$ cat src/rtl/fifo_arb_pkg.sv
// fifo_arb_pkg
//   Shared types and constants for the fifo write arbiter.
//   arb_state_e : arbiter FSM states (IDLE, GRANT)
//   STAT_W      : width of every statistics counter
package fifo_arb_pkg;

   typedef enum logic {
      IDLE  = 1'b0,
      GRANT = 1'b1
   } arb_state_e;

   localparam int STAT_W = 16;

endpackage

$ cat src/rtl/fifo_arb_rr_pick.sv
// fifo_arb_rr_pick
//   Combinational round-robin picker: finds the first set request bit at or
//   after rr_ptr, wrapping past NUM_REQ-1 back to 0.
//   Ports:
//     req    in  NUM_REQ  request vector
//     rr_ptr in  PTR_W    index with highest priority (must be < NUM_REQ)
//     any    out 1        at least one request bit is set
//     idx    out PTR_W    index of the selected request (0 when any=0)
module fifo_arb_rr_pick #(
   parameter int NUM_REQ = 4,
   parameter int PTR_W   = $clog2(NUM_REQ)
) (
   input  logic [NUM_REQ-1:0] req,
   input  logic [PTR_W-1:0]   rr_ptr,
   output logic               any,
   output logic [PTR_W-1:0]   idx
);

   localparam int unsigned N = NUM_REQ;

   always_comb begin
      int unsigned      pos;
      logic [PTR_W-1:0] p;
      logic             found;
      any   = |req;
      idx   = '0;
      found = 1'b0;
      pos   = '0;
      p     = '0;
      for (int unsigned k = 0; k < N; k++) begin
         // explicit wrap so non-power-of-2 NUM_REQ never indexes past the end
         pos = 32'(rr_ptr) + k;
         if (pos >= N) pos = pos - N;
         p = PTR_W'(pos);
         if (!found && req[p]) begin
            found = 1'b1;
            idx   = p;
         end
      end
   end

endmodule

$ cat src/rtl/fifo_wr_arbiter.sv
// fifo_wr_arbiter
//   Round-robin arbiter sharing one fifo write port between NUM_REQ
//   valid/ready producers. A grant lasts up to MAX_BURST beats, ends early
//   when the holder drops valid, and costs one idle cycle to re-arbitrate.
//   fifo_full stalls the holder without releasing it.
//   Optional statistics: define FIFO_ARB_STATS_EN to build the saturating
//   per-requester beat counters and the full-stall counter; otherwise the
//   stat_* ports are tied to 0.
//   Ports:
//     clk, rst_n       clock, synchronous active-low reset
//     req_valid/_data  producer beats (requester i at [i*DATA_W +: DATA_W])
//     req_ready        one-hot (or zero) ready back to producers
//     fifo_data_in     write data to fifo (0 when not writing)
//     fifo_write_en    write strobe to fifo
//     fifo_full        fifo full flag
//     gnt_id           current/last grant holder
//     gnt_active       grant in progress
//     stat_beats       per-requester beat counters, STAT_W bits each
//     stat_stall       grant cycles stalled by fifo_full
module fifo_wr_arbiter
   import fifo_arb_pkg::*;
#(
   parameter int NUM_REQ   = 4,
   parameter int DATA_W    = 8,
   parameter int MAX_BURST = 4
) (
   input  logic                        clk,
   input  logic                        rst_n,
   input  logic [NUM_REQ-1:0]          req_valid,
   input  logic [NUM_REQ*DATA_W-1:0]   req_data,
   output logic [NUM_REQ-1:0]          req_ready,
   output logic [DATA_W-1:0]           fifo_data_in,
   output logic                        fifo_write_en,
   input  logic                        fifo_full,
   output logic [$clog2(NUM_REQ)-1:0]  gnt_id,
   output logic                        gnt_active,
   output logic [NUM_REQ*STAT_W-1:0]   stat_beats,
   output logic [STAT_W-1:0]           stat_stall
);

   localparam int PTR_W = $clog2(NUM_REQ);
   localparam int BC_W  = $clog2(MAX_BURST + 1);

   arb_state_e       state;
   logic [PTR_W-1:0] rr_ptr;
   logic [BC_W-1:0]  beat_cnt;

   logic             pick_any;
   logic [PTR_W-1:0] pick_idx;
   logic             grant_open;
   logic             vld_sel;
   logic [DATA_W-1:0] data_sel;
   logic             transfer;
   logic             burst_end;
   logic [PTR_W-1:0] next_ptr;

   fifo_arb_rr_pick #(
      .NUM_REQ (NUM_REQ),
      .PTR_W   (PTR_W)
   ) u_pick (
      .req    (req_valid),
      .rr_ptr (rr_ptr),
      .any    (pick_any),
      .idx    (pick_idx)
   );

   // rst_n gates the handshake so nothing is written while reset is held
   assign grant_open = rst_n & (state == GRANT) & ~fifo_full;

   always_comb begin
      req_ready = '0;
      vld_sel   = 1'b0;
      data_sel  = '0;
      for (int unsigned i = 0; i < NUM_REQ; i++) begin
         if (gnt_id == PTR_W'(i)) begin
            req_ready[i] = grant_open;
            vld_sel      = req_valid[i];
            data_sel     = req_data[i*DATA_W +: DATA_W];
         end
      end
   end

   assign transfer      = grant_open & vld_sel;
   assign fifo_write_en = transfer;
   assign fifo_data_in  = transfer ? data_sel : '0;
   assign gnt_active    = (state == GRANT);

   assign burst_end = (beat_cnt == BC_W'(MAX_BURST - 1));
   assign next_ptr  = (gnt_id == PTR_W'(NUM_REQ - 1)) ? '0 : gnt_id + PTR_W'(1);

   always_ff @(posedge clk) begin
      if (!rst_n) begin
         state    <= IDLE;
         rr_ptr   <= '0;
         gnt_id   <= '0;
         beat_cnt <= '0;
      end else begin
         case (state)
            IDLE: begin
               if (pick_any) begin
                  state    <= GRANT;
                  gnt_id   <= pick_idx;
                  beat_cnt <= '0;
               end
            end
            GRANT: begin
               // full alone never releases; only a dropped valid or a
               // completed burst hands the port on
               if (!vld_sel || (transfer && burst_end)) begin
                  state    <= IDLE;
                  rr_ptr   <= next_ptr;
                  beat_cnt <= '0;
               end else if (transfer) begin
                  beat_cnt <= beat_cnt + BC_W'(1);
               end
            end
            default: state <= IDLE;
         endcase
      end
   end

`ifdef FIFO_ARB_STATS_EN
   logic [STAT_W-1:0] beats_q [NUM_REQ];
   logic [STAT_W-1:0] stall_q;

   always_ff @(posedge clk) begin
      if (!rst_n) begin
         for (int unsigned i = 0; i < NUM_REQ; i++) beats_q[i] <= '0;
         stall_q <= '0;
      end else begin
         for (int unsigned i = 0; i < NUM_REQ; i++) begin
            if (transfer && (gnt_id == PTR_W'(i)) && (beats_q[i] != '1))
               beats_q[i] <= beats_q[i] + STAT_W'(1);
         end
         if ((state == GRANT) && vld_sel && fifo_full && (stall_q != '1))
            stall_q <= stall_q + STAT_W'(1);
      end
   end

   always_comb begin
      stat_beats = '0;
      for (int unsigned i = 0; i < NUM_REQ; i++)
         stat_beats[i*STAT_W +: STAT_W] = beats_q[i];
   end
   assign stat_stall = stall_q;
`else
   assign stat_beats = '0;
   assign stat_stall = '0;
`endif

endmodule

$ cat config.mk
export PLATFORM = sky130hd
export DESIGN_NAME = fifo_wr_arbiter
export DESIGN_NICKNAME = d
export VERILOG_FILES = /design/src/rtl/fifo_arb_pkg.sv /design/src/rtl/fifo_arb_rr_pick.sv /design/src/rtl/fifo_wr_arbiter.sv
export SDC_FILE = /design/constraint.sdc
export NUM_CORES = 1
export LEC_CHECK = 0
export CORE_AREA = 2 2 68 76
export DETAILED_ROUTE_END_ITERATION = 8
export DIE_AREA = 0 0 70 78
export GPL_TIMING_DRIVEN = 0
export PLACE_DENSITY = 0.95
export SYNTH_ARGS = -nofsm -noshare
export SYNTH_HDL_FRONTEND = slang
export SYNTH_SLANG_ARGS = --single-unit
export TNS_END_PERCENT = 1
$ cat constraint.sdc
create_clock -name clk -period 3.7 [get_ports clk]
set_input_delay 0.74 -clock clk [delete_from_list [all_inputs] [get_ports clk]]
set_output_delay 0.74 -clock clk [all_outputs]
set_load 0.02 [all_outputs]
==> metrics.md <==
| Metric | Value |
|---|---|
| Outcome | finished, final reports clean |
| Max Clock Skew | 0.000865 ns |
| CTS HTree Levels | 1 |
| Worst Hold Path Cells | 2 |
| FF/Latch Area | 160 µm² |
| Met2 routed WL | 2160 µm |
| Horiz. Die Dim | 70 µm |
| HPWL Detailed | 3530 µm |
| Metal-1 WL | 1510 µm |
| Yosys warning total | 0 |
| RePlAce Congestion | 0.774 |
| Setup TNS | 0 ns |
| Num CTS Buffers | 3 |
| Hold slack | 0.523 ns |
| Row cnt | 26 |
| Nets@finish | 408 |
| Initial antenna violation count | 0 |
| CTS sink count | 8 |
| DR iter-0 viols | 73 |
| Mapped Cells | 225 |
| Max-Cap Viols | 0 |
| Post-Syn Area per Cell | 7.07 µm² |
| Maximum fanout along the worst path | 10 |
| Final setup vio count | 0 |
| Leak | 1.47 nW |
| Layout cells sized above 1 | 0.260 |
| Worst Path Required | 2.96 ns |
| Worst rel slew slack | 0.655 |
| Largest cells by area after synthesis | buf_4, dfxtp_1, a21oi_1 |
| Startpoint Class | input port |
| Clk slew on worst S/H paths | 0.04 ns |
| CTS tree | built |
| Vias per cell | 3.95 |
| Layout area overhead | 60.7% |
| Die Y-Extent | 78 µm |
| Postcts setup bufs | 0 |
| CP arrival | 2.84 ns |
| Antenna-violating nets left | 0 |
| Most area-hungry cell type in the Yosys netlist | buf_4 |
| Yosys top cell area share | 0.382 |
| F_max | 280 MHz |
| EDFF count, synth | 0 |
| Pwr dens | 216 nW/µm² |
| Most used DFF post-synth | dfxtp_1 |
| Async set or reset register ratio after synthesis | 0 |
| Final clock period utilization by the worst path | 0.967 |
| CTS Root Buffer Type | clkbuf_8 |
| Top Layer Used | met4 |
| Routed len/inst | 10.0 µm |
| Ports | 135 |
| Yosys reg bits | 8 |
| Total congestion overflow | 0 |
| Final Max Slew Viols | 0 |
| Critical Path End Type | primary output |
| Post-Layout Cell Count | 417 |
| CTS Hold Buffers Added | 0 |
| Final wirelength | 4180 µm |
| Worst Path Class, Setup | in -> out |
| Port Buffers | 54 |
| # diodes | 0 |
| Commonest non-fill, non-tap cell in the layout | buf_4 |
| Max Buffers Root-to-Sink | 2 |
| Most frequent cells in the layout | buf_4, conb_1, clkdlybuf4s50_1 |
| First-pass GRT wire length | 6780 µm |
| Die area | 5460 µm² |
| Core Footprint | 4620 µm² |
| Sequential area share after synthesis | 0.101 |
| Total number of vias | 1648 |
| Unrepaired setup endpoints after global routing | no |
| Starting Density | 0.344 |
| Total GRT Usage | 0.151 |
| Footprint of the multi-input gates | 995 µm² |
| Cell Area, Synth | 1590 µm² |
| Vias in the first global route | 1537 |
| Reg2Reg Depth | 8 |
| Largest net degree at the start of global routing | 11 |
| Final Hold Fails | 0 |
| Met3 wire len | 438 µm |
| Minimum clock period | 3.58 ns |
| Synth cell types | 39 |
| Placed Cells | 414 |
| Worst-skew pair later-pin latency | 0.23 ns |
| Fill cells | 456 |
| Residual DRC count | 0 |
| Peak VDD IR | 0.121 mV |
| Worst hold path type | reg -> reg |
| Worst Tran Pin Value | 0.513 ns |
| DRT Pass-1 Iters | 4 |
| Pwr Total | 551 µW |
-- sequential cells by signal, indices dropped and copies added (netlist names) --
name,flops
rr_ptr,2
gnt_active,1
gnt_id,2
beat_cnt,3
-- per-stage QoR --
stage               setup WS, ns   util  cell area, µm²
floorplan                   1.09      -            1890
global placement           0.137  0.541            2500
detailed placement        0.0968  0.541            2500
CTS                       0.0791  0.550            2540
global route             0.00330  0.553            2560
finish                     0.122  0.553            2560
-- per-layer routing --
layer / up-vias / global-route usage
li1: 862 / -
met1: 697 / 0.165
met2: 81 / 0.279
met3: 8 / 0.0403
met4: 0 / 0.0481
met5: - / 0
-- kinds of logic after synthesis --
logic type      count (synthesis)  share of synthesized area
buf+inv                       109                      0.460
fa+ha+maj                       6                     0.0472
mux                             2                     0.0126
flops                           8                      0.101
simple gates                   46                      0.150
compound gates                 53                      0.227
other cells                     1                    0.00236
-- worst max-delay path: stages --
cell             delay (ns)
clkdlybuf4s50_1        0.58
nand2_1                0.14
a311oi_4               0.35
nand2_2                0.13
buf_6                  0.18
nor2_1                 0.10
clkdlybuf4s50_1        0.61
-- cell usage after synthesis (2+ instances only) --
| library cell | count |
|---|---|
| ha_1 | 6 |
| nor2_1 | 13 |
| a22oi_1 | 8 |
| nor2b_1 | 2 |
| o211ai_1 | 3 |
| buf_6 | 2 |
| o21ai_0 | 11 |
| buf_2 | 3 |
| nand2_1 | 15 |
| o32ai_1 | 2 |
| buf_4 | 81 |
| a21oi_1 | 18 |
| nor3b_1 | 2 |
| inv_1 | 19 |
| mux2i_1 | 2 |
| dfxtp_1 | 8 |
| and2_1 | 4 |
| a31oi_1 | 2 |
| nand2b_1 | 2 |
| clkbuf_1 | 3 |
-- layout make-up --
cell class | instances | area share
Multi-Input combinational cell | 187 | 0.389
Buffer | 90 | 0.258
Timing Repair Buffer | 54 | 0.218
Sequential cell | 8 | 0.0627
Inverter | 19 | 0.0279
Tap cell | 56 | 0.0274
Clock buffer | 3 | 0.0162
-- power by group --
group	leakage [nW]	internal [mW]	switching, mW
registers	0.0654	0.0933	0.00804
clock network	0.0216	0.0705	0.0350
logic	1.38	0.161	0.184
total	1.47	0.324	0.227
-- repair_timing --
item / CTS / global route
gates resized for setup: 0 / 7
endpoints found under the hold margin: 0 / 0
setup endpoints to repair: 0 / 7
-- path summary, 6_finish.rpt --
kind                             from                       end  slack (ns)
max reg2reg    gnt_id[1]$_SDFFE_PN0P_  beat_cnt[0]$_SDFFE_PN0P_        1.95
min reg2reg  beat_cnt[0]$_SDFFE_PN0P_  beat_cnt[0]$_SDFFE_PN0P_        0.52
max                      req_valid[1]           fifo_data_in[6]        0.12
min          beat_cnt[0]$_SDFFE_PN0P_  beat_cnt[0]$_SDFFE_PN0P_        0.52
Note: power is estimated with default switching activity, not from simulation.
